===== config.mk =====
export PLATFORM = sky130hd
export DESIGN_NAME = multicycle_ctrl_flat
export DESIGN_NICKNAME = d
export VERILOG_FILES = /design/src/rtl/multicycle_ctrl_if.sv /design/src/rtl/multicycle_ctrl.sv /design/src/flat_wrapper.sv
export SDC_FILE = /design/constraint.sdc
export NUM_CORES = 1
export LEC_CHECK = 0
export ABC_AREA = 1
export CORE_ASPECT_RATIO = 1.2
export CORE_UTILIZATION = 50
export DETAILED_ROUTE_END_ITERATION = 10
export PLACE_DENSITY_LB_ADDON = 0.12
export SYNTH_ARGS = -nofsm -noshare
export SYNTH_HDL_FRONTEND = slang
export SYNTH_SLANG_ARGS = --single-unit

===== constraint.sdc =====
create_clock -name CLK -period 2.15 [get_ports CLK]
set_input_delay 0.215 -clock CLK [delete_from_list [all_inputs] [get_ports CLK]]
set_output_delay 0.215 -clock CLK [all_outputs]
set_load 0.1 [all_outputs]

===== src/rtl/multicycle_ctrl_if.sv =====
// Signal bundle between the multi-cycle control FSM (master) and the datapath/memory side (slave).
interface multicycle_ctrl_if #(
    parameter int CNT_W = 32
);
    logic [6:0]       Opcode;
    logic             MemReady;
    logic             BranchTaken;
    logic             MemReq;
    logic             MemWrite;
    logic             IorD;
    logic             IRwrite;
    logic             MDRwrite;
    logic             ALUoutWrite;
    logic             RegWrite;
    logic             PCwrite;
    logic [1:0]       PCsrc;
    logic [1:0]       ALUsrcA;
    logic             ALUsrcB;
    logic [1:0]       WBsel;
    logic             ALUcontrol;
    logic             IRtype;
    logic             BranchEn;
    logic             IsUncond;
    logic             Retire;
    logic [CNT_W-1:0] InstRet;
    logic             Halted;

    modport master (
        input  Opcode, MemReady, BranchTaken,
        output MemReq, MemWrite, IorD, IRwrite, MDRwrite, ALUoutWrite, RegWrite,
               PCwrite, PCsrc, ALUsrcA, ALUsrcB, WBsel, ALUcontrol, IRtype,
               BranchEn, IsUncond, Retire, InstRet, Halted
    );

    modport slave (
        output Opcode, MemReady, BranchTaken,
        input  MemReq, MemWrite, IorD, IRwrite, MDRwrite, ALUoutWrite, RegWrite,
               PCwrite, PCsrc, ALUsrcA, ALUsrcB, WBsel, ALUcontrol, IRtype,
               BranchEn, IsUncond, Retire, InstRet, Halted
    );
endinterface


===== src/rtl/multicycle_ctrl.sv =====
// Main control FSM of the multi-cycle RV32I core: sequences FETCH/DECODE/EXEC/MEM/WB,
// drives the datapath strobes and counts retired instructions.
module multicycle_ctrl #(
    parameter int CNT_W = 32
) (
    input  logic              CLK,
    input  logic              RESET,
    multicycle_ctrl_if.master bus
);

    typedef enum logic [2:0] {
        S_FETCH,
        S_DECODE,
        S_EXEC,
        S_MEM,
        S_WB,
        S_TRAP
    } state_t;

    typedef enum logic [3:0] {
        C_OP,
        C_OPIMM,
        C_LUI,
        C_AUIPC,
        C_JAL,
        C_JALR,
        C_BRANCH,
        C_LOAD,
        C_STORE,
        C_FENCE,
        C_ILLEGAL
    } class_t;

    state_t           stateQ, stateD;
    class_t           classQ, classD, decClass;
    logic [CNT_W-1:0] instRetQ;

    always_comb begin
        case (bus.Opcode)
            7'b0110011: decClass = C_OP;
            7'b0010011: decClass = C_OPIMM;
            7'b0110111: decClass = C_LUI;
            7'b0010111: decClass = C_AUIPC;
            7'b1101111: decClass = C_JAL;
            7'b1100111: decClass = C_JALR;
            7'b1100011: decClass = C_BRANCH;
            7'b0000011: decClass = C_LOAD;
            7'b0100011: decClass = C_STORE;
            7'b0001111: decClass = C_FENCE;
            default:    decClass = C_ILLEGAL;
        endcase
    end

    always_ff @(posedge CLK) begin
        if (RESET) begin
            stateQ   <= S_FETCH;
            classQ   <= C_FENCE;
            instRetQ <= '0;
        end else begin
            stateQ <= stateD;
            classQ <= classD;
            if (bus.Retire) begin
                instRetQ <= instRetQ + {{(CNT_W-1){1'b0}}, 1'b1};
            end
        end
    end

    // Strobes stay low during RESET so an abandoned instruction never writes PC or registers.
    always_comb begin
        stateD          = stateQ;
        classD          = classQ;
        bus.MemReq      = 1'b0;
        bus.MemWrite    = 1'b0;
        bus.IorD        = 1'b0;
        bus.IRwrite     = 1'b0;
        bus.MDRwrite    = 1'b0;
        bus.ALUoutWrite = 1'b0;
        bus.RegWrite    = 1'b0;
        bus.PCwrite     = 1'b0;
        bus.PCsrc       = 2'b00;
        bus.ALUsrcA     = 2'b00;
        bus.ALUsrcB     = 1'b0;
        bus.WBsel       = 2'b00;
        bus.ALUcontrol  = 1'b0;
        bus.IRtype      = 1'b0;
        bus.BranchEn    = 1'b0;
        bus.IsUncond    = 1'b0;
        bus.Retire      = 1'b0;
        bus.Halted      = 1'b0;
        if (!RESET) begin
            case (stateQ)
                S_FETCH: begin
                    bus.MemReq = 1'b1;
                    if (bus.MemReady) begin
                        bus.IRwrite = 1'b1;
                        stateD      = S_DECODE;
                    end
                end
                S_DECODE: begin
                    classD = decClass;
                    case (decClass)
                        C_FENCE:   stateD = S_WB;
                        C_ILLEGAL: stateD = S_TRAP;
                        default:   stateD = S_EXEC;
                    endcase
                end
                S_EXEC: begin
                    bus.ALUoutWrite = (classQ != C_BRANCH);
                    stateD          = S_WB;
                    case (classQ)
                        C_OP: begin
                            bus.ALUcontrol = 1'b1;
                        end
                        C_OPIMM: begin
                            bus.ALUcontrol = 1'b1;
                            bus.IRtype     = 1'b1;
                            bus.ALUsrcB    = 1'b1;
                        end
                        C_LOAD, C_STORE: begin
                            bus.ALUsrcB = 1'b1;
                            stateD      = S_MEM;
                        end
                        C_LUI: begin
                            bus.ALUsrcA = 2'b10;
                            bus.ALUsrcB = 1'b1;
                        end
                        C_AUIPC: begin
                            bus.ALUsrcA = 2'b01;
                            bus.ALUsrcB = 1'b1;
                        end
                        C_JAL: begin
                            bus.BranchEn = 1'b1;
                            bus.IsUncond = 1'b1;
                            bus.ALUsrcA  = 2'b01;
                            bus.ALUsrcB  = 1'b1;
                        end
                        C_JALR: begin
                            bus.BranchEn = 1'b1;
                            bus.IsUncond = 1'b1;
                            bus.ALUsrcB  = 1'b1;
                        end
                        C_BRANCH: begin
                            bus.BranchEn = 1'b1;
                            bus.PCwrite  = 1'b1;
                            bus.PCsrc    = bus.BranchTaken ? 2'b10 : 2'b00;
                            bus.Retire   = 1'b1;
                            stateD       = S_FETCH;
                        end
                        default: ;
                    endcase
                end
                S_MEM: begin
                    bus.MemReq   = 1'b1;
                    bus.IorD     = 1'b1;
                    bus.MemWrite = (classQ == C_STORE);
                    if (bus.MemReady) begin
                        if (classQ == C_STORE) begin
                            bus.PCwrite = 1'b1;
                            bus.Retire  = 1'b1;
                            stateD      = S_FETCH;
                        end else begin
                            bus.MDRwrite = 1'b1;
                            stateD       = S_WB;
                        end
                    end
                end
                S_WB: begin
                    bus.PCwrite = 1'b1;
                    bus.Retire  = 1'b1;
                    stateD      = S_FETCH;
                    case (classQ)
                        C_OP, C_OPIMM, C_LUI, C_AUIPC: begin
                            bus.RegWrite = 1'b1;
                        end
                        C_LOAD: begin
                            bus.RegWrite = 1'b1;
                            bus.WBsel    = 2'b01;
                        end
                        C_JAL, C_JALR: begin
                            bus.RegWrite = 1'b1;
                            bus.WBsel    = 2'b10;
                            bus.PCsrc    = 2'b01;
                        end
                        default: ;
                    endcase
                end
                S_TRAP: begin
                    bus.Halted = 1'b1;
                end
                default: begin
                    stateD = S_FETCH;
                end
            endcase
        end
    end

    assign bus.InstRet = instRetQ;

endmodule


===== src/flat_wrapper.sv =====
// flat-port wrapper written by rule: the top's interface ports become plain ports
module multicycle_ctrl_flat 
#(
    parameter int CNT_W = 32
)
  (CLK, RESET, bus_Opcode, bus_MemReady, bus_BranchTaken, bus_MemReq, bus_MemWrite, bus_IorD, bus_IRwrite, bus_MDRwrite, bus_ALUoutWrite, bus_RegWrite, bus_PCwrite, bus_PCsrc, bus_ALUsrcA, bus_ALUsrcB, bus_WBsel, bus_ALUcontrol, bus_IRtype, bus_BranchEn, bus_IsUncond, bus_Retire, bus_InstRet, bus_Halted);
  multicycle_ctrl_if #(.CNT_W(CNT_W)) bus_i ();
  input  logic CLK;
  input  logic RESET;
  input wire logic [$bits(bus_i.Opcode)-1:0] bus_Opcode;
  input wire logic [$bits(bus_i.MemReady)-1:0] bus_MemReady;
  input wire logic [$bits(bus_i.BranchTaken)-1:0] bus_BranchTaken;
  output wire logic [$bits(bus_i.MemReq)-1:0] bus_MemReq;
  output wire logic [$bits(bus_i.MemWrite)-1:0] bus_MemWrite;
  output wire logic [$bits(bus_i.IorD)-1:0] bus_IorD;
  output wire logic [$bits(bus_i.IRwrite)-1:0] bus_IRwrite;
  output wire logic [$bits(bus_i.MDRwrite)-1:0] bus_MDRwrite;
  output wire logic [$bits(bus_i.ALUoutWrite)-1:0] bus_ALUoutWrite;
  output wire logic [$bits(bus_i.RegWrite)-1:0] bus_RegWrite;
  output wire logic [$bits(bus_i.PCwrite)-1:0] bus_PCwrite;
  output wire logic [$bits(bus_i.PCsrc)-1:0] bus_PCsrc;
  output wire logic [$bits(bus_i.ALUsrcA)-1:0] bus_ALUsrcA;
  output wire logic [$bits(bus_i.ALUsrcB)-1:0] bus_ALUsrcB;
  output wire logic [$bits(bus_i.WBsel)-1:0] bus_WBsel;
  output wire logic [$bits(bus_i.ALUcontrol)-1:0] bus_ALUcontrol;
  output wire logic [$bits(bus_i.IRtype)-1:0] bus_IRtype;
  output wire logic [$bits(bus_i.BranchEn)-1:0] bus_BranchEn;
  output wire logic [$bits(bus_i.IsUncond)-1:0] bus_IsUncond;
  output wire logic [$bits(bus_i.Retire)-1:0] bus_Retire;
  output wire logic [$bits(bus_i.InstRet)-1:0] bus_InstRet;
  output wire logic [$bits(bus_i.Halted)-1:0] bus_Halted;
  assign bus_i.Opcode = bus_Opcode;
  assign bus_i.MemReady = bus_MemReady;
  assign bus_i.BranchTaken = bus_BranchTaken;
  assign bus_MemReq = bus_i.MemReq;
  assign bus_MemWrite = bus_i.MemWrite;
  assign bus_IorD = bus_i.IorD;
  assign bus_IRwrite = bus_i.IRwrite;
  assign bus_MDRwrite = bus_i.MDRwrite;
  assign bus_ALUoutWrite = bus_i.ALUoutWrite;
  assign bus_RegWrite = bus_i.RegWrite;
  assign bus_PCwrite = bus_i.PCwrite;
  assign bus_PCsrc = bus_i.PCsrc;
  assign bus_ALUsrcA = bus_i.ALUsrcA;
  assign bus_ALUsrcB = bus_i.ALUsrcB;
  assign bus_WBsel = bus_i.WBsel;
  assign bus_ALUcontrol = bus_i.ALUcontrol;
  assign bus_IRtype = bus_i.IRtype;
  assign bus_BranchEn = bus_i.BranchEn;
  assign bus_IsUncond = bus_i.IsUncond;
  assign bus_Retire = bus_i.Retire;
  assign bus_InstRet = bus_i.InstRet;
  assign bus_Halted = bus_i.Halted;
  multicycle_ctrl #(.CNT_W(CNT_W)) u_core (.CLK(CLK), .RESET(RESET), .bus(bus_i));
endmodule

### After elaboration in Yosys (flattened, before gate mapping)

Index checks and enable logic that the tools add are counted.

| storage, ports and cells | value |
|---|---|
| flip-flop bits (word level) | 39 |
| input port bits | 11 |
| word-level logic and storage cells | 102 |

| operators by class | value |
|---|---|
| add/sub/neg operators | 1 |
| eq/ne operators | 28 |
| muxes and demuxes | 58 |
| bitwise logic cells | 1 |
| reduce and logical (&&, ||, !) cells | 11 |

Operators by type and width:

| cell | number |
|---|---|
| 2-to-1 mux 1 bit | 40 |
| one-hot mux 4 bit (10 select lines) | 1 |
| adder 32 x 1 -> 32 bit (second input constant) | 1 |
| == test 7 x 6 -> 1 bit (second input constant) | 3 |
| == test 7 bit (second input constant) | 3 |
| == test 4 x 3 -> 1 bit (second input constant) | 4 |
| one-hot mux 3 bit (5 select lines) | 1 |
| == test 7 x 5 -> 1 bit (second input constant) | 2 |
| 2-to-1 mux 2 bit | 7 |
| OR reduction 7 bit | 2 |
| == test 4 bit (second input constant) | 3 |
| one-hot mux 2 bit (2 select lines) | 3 |
| one-hot mux 3 bit (2 select lines) | 2 |
| OR reduction 2 bit | 5 |
| 2-to-1 mux 3 bit | 3 |
| == test 4 x 2 -> 1 bit (second input constant) | 2 |
| == test 7 x 2 -> 1 bit (second input constant) | 1 |
| == test 7 x 4 -> 1 bit (second input constant) | 1 |
| == test 3 x 2 -> 1 bit (second input constant) | 2 |
| == test 3 bit (second input constant) | 2 |
| == test 4 x 1 -> 1 bit (second input constant) | 1 |
| zero test 4 bit | 1 |
| inequality test 2 bit (second input constant) | 2 |
| inequality test 4 x 3 -> 1 bit (second input constant) | 1 |
| 6 further kinds | 6 |

### Depth between registers and ports, before layout

| depth | value |
|---|---|
| word-level depth | 5 |
| gate-level depth with buffers | 12 |
| mapped depth without buffers | 12 |

### Least setup slack after synthesis

Ideal clock, no wire load.

| path | value |
|---|---|
| path kind | reg-to-output |
| from | reg u_core.stateQ[1] |
| to | out bus_IRtype |
| arrival time | 3.765 ns |
| data required time | 1.935 ns |
| setup slack | -1.830 ns |
| cell stages (with the launch flop) | 7 |
| cells stage by stage | dfxtp_1 > inv_1 > nor3_1 > inv_1 > nor2_1 > inv_1 > nor4_1 |

| between the ends | value |
|---|---|
| cells in the longest elaborated chain, start to end | 3 |

RTL lines:

| what | line | text |
|---|---|---|
| from (decl) | multicycle_ctrl.sv:34 | `state_t stateQ, stateD;` |
| from (signal assigned) | multicycle_ctrl.sv:60 | `stateQ <= stateD;` |
| == test 3 x 2 -> 1 bit | multicycle_ctrl.sv:91 | `case (stateQ)` |
| 2-to-1 mux 1 bit | multicycle_ctrl.sv:91 |  |
| 2-to-1 mux 1 bit | multicycle_ctrl.sv:90 | `if (!RESET) begin` |
| to (decl) | flat_wrapper.sv:26 | `output wire logic [$bits(bus_i.IRtype)-1:0] bus_IRtype;` |

Every way passes these cells.

### Worst setup path in the final report

| path | value |
|---|---|
| from | reg u_core.classQ[2] |
| to | out bus_PCwrite |

| between the ends | value |
|---|---|
| cells in the longest elaborated chain, start to end | 5 |
| elaborated cells on any way between the ends | 7 |

RTL lines:

| what | line | text |
|---|---|---|
| from (decl) | multicycle_ctrl.sv:35 | `class_t classQ, classD, decClass;` |
| from (signal assigned) | multicycle_ctrl.sv:61 | `classQ <= classD;` |
| == test 4 bit | multicycle_ctrl.sv:157 | `if (classQ == C_STORE) begin` |
| 2-to-1 mux 1 bit | multicycle_ctrl.sv:157 |  |
| 2-to-1 mux 1 bit | multicycle_ctrl.sv:156 | `if (bus.MemReady) begin` |
| one-hot mux 1 bit (3 select lines) * | multicycle_ctrl.sv:91 |  |
| 2-to-1 mux 1 bit * | multicycle_ctrl.sv:90 |  |
| to (decl) | flat_wrapper.sv:20 | `output wire logic [$bits(bus_i.PCwrite)-1:0] bus_PCwrite;` |

Mark *: on every way between the ends. The rest lies on a longest branch, timed or not.

==> impl_metrics.toml <==
[timing]
hold_viol_final = 0
fin_crit_ns = 1.994
worst_clock_skew_ns = 0.01026
relSlewSlack = 0.6860
finalWorstSetupSlack_ns = 0.1561
finalMaxSlewViolations = 0
rsz0062_at_grt = "no"
setup_viol = 0
worst_pin_slew_ns = 0.4693
max_freq_mhz = 501.5
period_share = 0.9274

[setup_path]
path_cells = "nand2_4, nor2_4, nand2_1, nand2_1, nor2_4, nor2_8, buf_12"
critPathMaxFanout = 10
crit_type = "flip-flop to output port"
max_stage_delay_ns = 0.49
crit_start = "u_core.classQ[2]"
rr_startpoint = "u_core.classQ[2]"
critPathSlowestCell = "dfxtp_1"
worst_ep_arrival_time_ns = 1.78
start_kind = "flip-flop"
crit_family = "simple AND/OR/NAND/NOR gates"
required_ns = 1.93
critical_path_buf_inv_count = 1
end_kind = "output port"

[global_route]
use_met2 = 0.4846
grt_max_degree = 25
first_global_vias = 2896
antenna_found_initial = 0
grtUsageTotal = 0.2751
met1_usage = 0.3225
use_met3 = 0.04612
grt_pass1_wl_um = 12970
gr-max-usage-layer = "met2"
grt_overflow = 0

[detailed_routing]
first_iter_violations = 187
routed_wl_um = 7779
vias_per_cell = 5.379
drcViolationCount = 0
num_vias = 3233
first_pass_iters = 5
wl_per_cell_um = 12.94
ant_nets = 0

[cts]
clkSinkCount = 39
clk_latency_ns = 0.30
h-tree-depth = 2
ctsHoldBuffers = 0
cts_tree = "yes"
cts_buffers = 5
cts_setup_buffers = 0
cts_resized = 0
clockBufferDepth = 2
cts_root_buf = "clkbuf_8"
cts.clk_slew.worst_paths_ns = 0.07

[pwr]
power.density_mw_per_mm2 = 485.3
irDropWorstVdd_mv = 0.5367
swShare = 0.3708
p_switching_w = 0.0006685
clockPowerShare = 0.272
leakagePower_nw = 1.519
p_seq_frac = 0.444
combPwrFrac = 0.285
power.internal_w = 0.001134

[outcome]
status = "finished, final reports clean"

[final_layout]
fillCellCount = 469
nets = 550
drive_above_1_share = 0.1837
stdcell_area_mm2 = 0.003715
area_growth_pct = 36.13
n_antenna_cell = 0

[logic_synthesis]
netlist_instances = 472
yosysWarnings = 0
ys_ff_latch = 39
syn_area_per_cell_um2 = 5.781
synth_cell_type_count = 30
yosysSeqAreaShare = 0.2861
synth_area_mm2 = 0.002729
syn-num-nets = 484

[placed_design]
place_area_mm2 = 0.003622
gp_congestion = 0.9235
portBuffers = 63
detailedPlace.worstSlack_ns = 0.1506
hpwl_um = 5913

[floorplan]
die_width_um = 69.44
start_util = 0.5187
pin_count = 64
fp.dieH_um = 82.93
die_area_mm2 = 0.005758
core_area_mm2 = 0.005261
placementRows = 29

[run]
cap_violations = 0

[min_path]
hold_path_class = "flip-flop to flip-flop"
hp-start = "u_core.bus.InstRet[31]"
layout by cell type, fill, tap and decap left out, drive strengths merged, types with 2 or more instances in the layout:
cell,Yosys,routed
nor3,11,11
nand2,188,188
inv,36,36
xor2,7,7
a31oi,3,3
nor2,90,90
buf,8,61
o22ai,2,2
dfxtp,39,39
clkdlybuf4s50,0,10
a21oi,36,36
nand4,2,2
clkbuf,4,7
o21ai,8,8
nand3b,13,13
nand3,17,17
xnor2,3,3
routing by layer:
metal	vias to the layer above	wire (µm)
met5	-	0
met4	0	226
met3	20	376
met2	116	4097
met1	1475	3079
li1	1622	-
kinds of logic (layout without fill, tap and decap cells):
kind of cell             after synthesis  count (layout)  synth area share
AO/OA/AOI/OAI                         51              51           0.09812
XOR/XNOR                              10              10           0.03210
adder cells (fa/ha/maj)                1               1          0.004584
buffers and inverters                 48             115           0.07978
flip-flops                            39              39            0.2861
AND/OR/NAND/NOR                      323             323            0.4993
tightest hold or removal path, cell delays in order, from the launching register on:
cell and delay, ns:
dfxtp_1 0.33, nand2_1 0.07, a21oi_1 0.05
flip-flops by register name, summed over array words and instances (netlist names):
| register | flops |
|---|---|
| u_core.classQ | 4 |
| u_core.stateQ | 3 |
| u_core.bus.InstRet | 32 |
cells in the mapped netlist:
library cell / number / share of area
a21oi_1: 36 / 0.066
o22ai_1: 2 / 0.0046
o21ai_0: 7 / 0.013
nand3_2: 1 / 0.0037
nand2_1: 186 / 0.26
buf_4: 1 / 0.0028
xnor2_1: 3 / 0.0096
nor2_8: 1 / 0.0073
ha_1: 1 / 0.0046
nand3b_1: 13 / 0.036
nor3_1: 10 / 0.018
o21ai_1: 1 / 0.0018
a311oi_1: 1 / 0.0032
a211oi_1: 1 / 0.0028
clkbuf_1: 4 / 0.0055
nand3_1: 16 / 0.029
xor2_1: 7 / 0.022
nand4_1: 2 / 0.0046
nor4_1: 1 / 0.0023
dfxtp_1: 39 / 0.29
nor2_4: 2 / 0.0083
or2_2: 1 / 0.0023
buf_6: 4 / 0.017
inv_2: 5 / 0.0069
nor3_2: 1 / 0.0037
nand2_4: 2 / 0.0083
nor2_1: 87 / 0.12
buf_2: 3 / 0.0055
inv_1: 31 / 0.043
a31oi_1: 3 / 0.0069
stage by stage:
stage	total power, W	setup TNS, ns	utilization	cells	hold WS (ns)
floorplan	0.001174	-2.723	-	472	0.4377
global placement	0.001314	0	0.6885	593	0.4811
detailed placement	0.001318	0	0.6885	593	0.4876
CTS	0.001803	0	0.7039	601	0.5008
global route	0.001880	0	0.7061	601	0.5304
finish	0.001803	0	0.7061	601	0.4961
power groups by stage:
| stage | Sequential, W | Combinational, W | Clock (W) |
|---|---|---|---|
| floorplan | 0.000838 | 0.000336 | 0 |
| global placement | 0.000810 | 0.000504 | 0 |
| detailed placement | 0.000811 | 0.000507 | 0 |
| CTS | 0.000794 | 0.000509 | 0.000499 |
| global route | 0.000803 | 0.000551 | 0.000526 |
| finish | 0.000800 | 0.000513 | 0.000490 |
path summary, 6_finish.rpt:
path	depth (start not counted)	to	slack [ns]
hold reg to reg	2	u_core.bus.InstRet[31]	0.50
setup / recovery	7	bus_PCwrite	0.16
hold / removal	2	u_core.bus.InstRet[31]	0.50
setup reg to reg	9	u_core.bus.InstRet[13]	0.29
area by class of cell:
cell class,count,area (µm²),area share
repair buffers,71,820.8,0.2209
multi-input cells,385,1814,0.4884
inverters,36,135.1,0.03638
well taps,62,77.57,0.02088
clock inverters,1,5.005,0.001347
flip-flops and latches,39,785.8,0.2115
clock buffers,7,76.32,0.02055
Note: power is estimated with default switching activity, not from simulation.
==> variant, RTL diff (config.mk and constraints unchanged) <==
`CNT_W` is set to 32 in 3 places; all go to 40.
--- a/src/rtl/multicycle_ctrl_if.sv
+++ b/src/rtl/multicycle_ctrl_if.sv
@@ -1,6 +1,6 @@
 // Signal bundle between the multi-cycle control FSM (master) and the datapath/memory side (slave).
 interface multicycle_ctrl_if #(
-    parameter int CNT_W = 32
+    parameter int CNT_W = 40
 );
     logic [6:0]       Opcode;
     logic             MemReady;
--- a/src/rtl/multicycle_ctrl.sv
+++ b/src/rtl/multicycle_ctrl.sv
@@ -1,7 +1,7 @@
 // Main control FSM of the multi-cycle RV32I core: sequences FETCH/DECODE/EXEC/MEM/WB,
 // drives the datapath strobes and counts retired instructions.
 module multicycle_ctrl #(
-    parameter int CNT_W = 32
+    parameter int CNT_W = 40
 ) (
     input  logic              CLK,
     input  logic              RESET,
--- a/src/flat_wrapper.sv
+++ b/src/flat_wrapper.sv
@@ -1,7 +1,7 @@
 // flat-port wrapper written by rule: the top's interface ports become plain ports
 module multicycle_ctrl_flat 
 #(
-    parameter int CNT_W = 32
+    parameter int CNT_W = 40
 )
   (CLK, RESET, bus_Opcode, bus_MemReady, bus_BranchTaken, bus_MemReq, bus_MemWrite, bus_IorD, bus_IRwrite, bus_MDRwrite, bus_ALUoutWrite, bus_RegWrite, bus_PCwrite, bus_PCsrc, bus_ALUsrcA, bus_ALUsrcB, bus_WBsel, bus_ALUcontrol, bus_IRtype, bus_BranchEn, bus_IsUncond, bus_Retire, bus_InstRet, bus_Halted);
   multicycle_ctrl_if #(.CNT_W(CNT_W)) bus_i ();
Interface: changed (resized bus_InstRet); port bits go from 64 to 72. No check against the original RTL was run, so the function may have changed too.
==> variant against the unedited design <==
  * Sequential cell count increased by 8
  * Setup slack got worse by 33 ps
  * Utilization increased by 0.91 points
  * Final area increased by 19%
  * Wire length increased by 25%
  * Total power increased by 18%
  * Area after synthesis increased by 19%
  * Critical path depth increased by 1
  * Critical path type unchanged
==> variant: results <==
cts:
  cts_made_buffers: 5
  clock_path_buffers: 2
  cts_max_level: 2
  clk-insertion-delay-late_ps: 310
  cts.clk_slew.worst_paths_ps: 90
  ctsRootBufferMaster: "clkbuf_8"
place:
  numPortBuffers: 71
  place_ws_ps: 176.7
  placed_cell_area_mm2: 0.004253
  dp.final_hpwl_um: 7528
  place.gp.congestion: 0.9621
  dp_cells: 712
yosys:
  syn_nets: 575
  async_reset_ff_share_pct: 0
  yosysUniqueCellTypes: 30
  synth_commonest_cells: "nand2_1 (196), nor2_1 (105), inv_1 (53)"
  yosys_warnings: 0
  synth_area_leaders: "dfxtp_1 (29%), nand2_1 (23%), nor2_1 (12%)"
  synth-seq-area-share_pct: 28.88
  netlist_instances: 563
  ys.flop_type: "dfxtp_1"
route:
  wl_met3_um: 548
  dr.max_layer_used: "met4"
  first_iter_violations: 259
  wl_met2_um: 4931
  vias_per_cell: 5.206
  dr.pass1.iters: 4
  wl_um: 9718
  wl_met1_um: 3704
  via_count: 3774
final_layout:
  finalNetCount: 654
  drive_above_1_share_pct: 17.88
  antennaDiodeCount: 0
  largest_register_ffs: 40
grt:
  grt_pass1_vias: 3677
  grt_max_degree: 23
  grt_pass1_wl_um: 15930
  grtUsageTotal_pct: 29.85
  antenna_found_initial: 0
critical_path:
  cp_data_arrival_time_ps: 1810
  critPathMaxFanout: 7
  critical_path.max_stage_delay_ps: 350
  critPathSlowestCell: "dfxtp_1"
status:
  status: "completed"
timing:
  tightest_slew_ps: 430.6
  skew_ps: 16.51
min_path:
  hp-class: "flop to flop"
power:
  leakagePower_nw: 1.641
  vdd_drop_max_v: 0.0003580
[variant: cell count changes in the layout (fill, tap and decap cells not counted), moves of 3 or more]
cell      delta
a21oi_1      +5
buf_4       +16
dfxtp_1      +8
inv_1       +22
nand2_1     +10
nand3_1      +5
nand3b_1    -13
nand4_1      +9
nor2_1      +19
nor3_1       +6
o21ai_0      +3
xor2_1      +14
[variant: worst max-delay path: cells and delay by family, from the launching register on]
family,cells,cell delay [ps]
simple gates,5,740
buf+inv,3,430
flops,1,350
[variant: final timing paths]
| kind | from | endpoint | slack, ps | cells past startpoint |
|---|---|---|---|---|
| setup / recovery | u_core.classQ[0]$_SDFFE_PP1P_ | bus_Retire | 120 | 8 |
| setup reg to reg | u_core.classQ[0]$_SDFFE_PP1P_ | u_core.bus.InstRet[33]$_SDFFE_PP0P_ | 230 | 12 |
| hold / removal | u_core.bus.InstRet[39]$_SDFFE_PP0P_ | u_core.bus.InstRet[39]$_SDFFE_PP0P_ | 510 | 2 |
| hold reg to reg | u_core.bus.InstRet[39]$_SDFFE_PP0P_ | u_core.bus.InstRet[39]$_SDFFE_PP0P_ | 510 | 2 |
[variant: cell type report]
class                      instances  area [um^2]
clock buffer                       8        100.1
fill                             557         1757
tap                               82        102.6
inverter                          59        221.5
sequential                        47        945.9
timing repair buffer              87        940.9
multi-input combinational        442         2100
[variant: repair_timing]
item	in CTS	in global routing
cloned	0	1
endpoints found under the setup margin	1	4
resized for setup	2	3
pin swaps	0	2
buffers inserted	0	4
[variant: power by group]
| part | switching (mW) | internal (mW) |
|---|---|---|
| clock network | 0.305 | 0.294 |
| logic | 0.396 | 0.178 |
| registers | 0.0511 | 0.906 |
[variant: kinds of logic (layout without fill, tap and decap cells)]
group                    count (synthesis)  in the layout  share of synthesized area (%)
AO/OA/AOI/OAI                           61             61                          10.18
adder cells (fa/ha/maj)                  1              1                         0.3840
AND/OR/NAND/NOR                        356            357                          44.85
buffers and inverters                   75            154                          9.524
flip-flops                              47             47                          28.88
XOR/XNOR                                23             23                          6.183
[variant: through the flow]
step	util, %	hold slack [ps]
after detailed placement	68.96	496.9
after global placement	68.96	486.5
final	71.52	511.9
after global routing	71.52	537.6
after floorplan	-	439.1
after CTS	70.72	512.2
[variant: per-layer routing]
layer / vias up / GRT usage [%]
li1: 1929 / -
met1: 1690 / 31.58
met2: 117 / 52.08
met3: 38 / 6.473
met4: 0 / 17.59
met5: - / 0
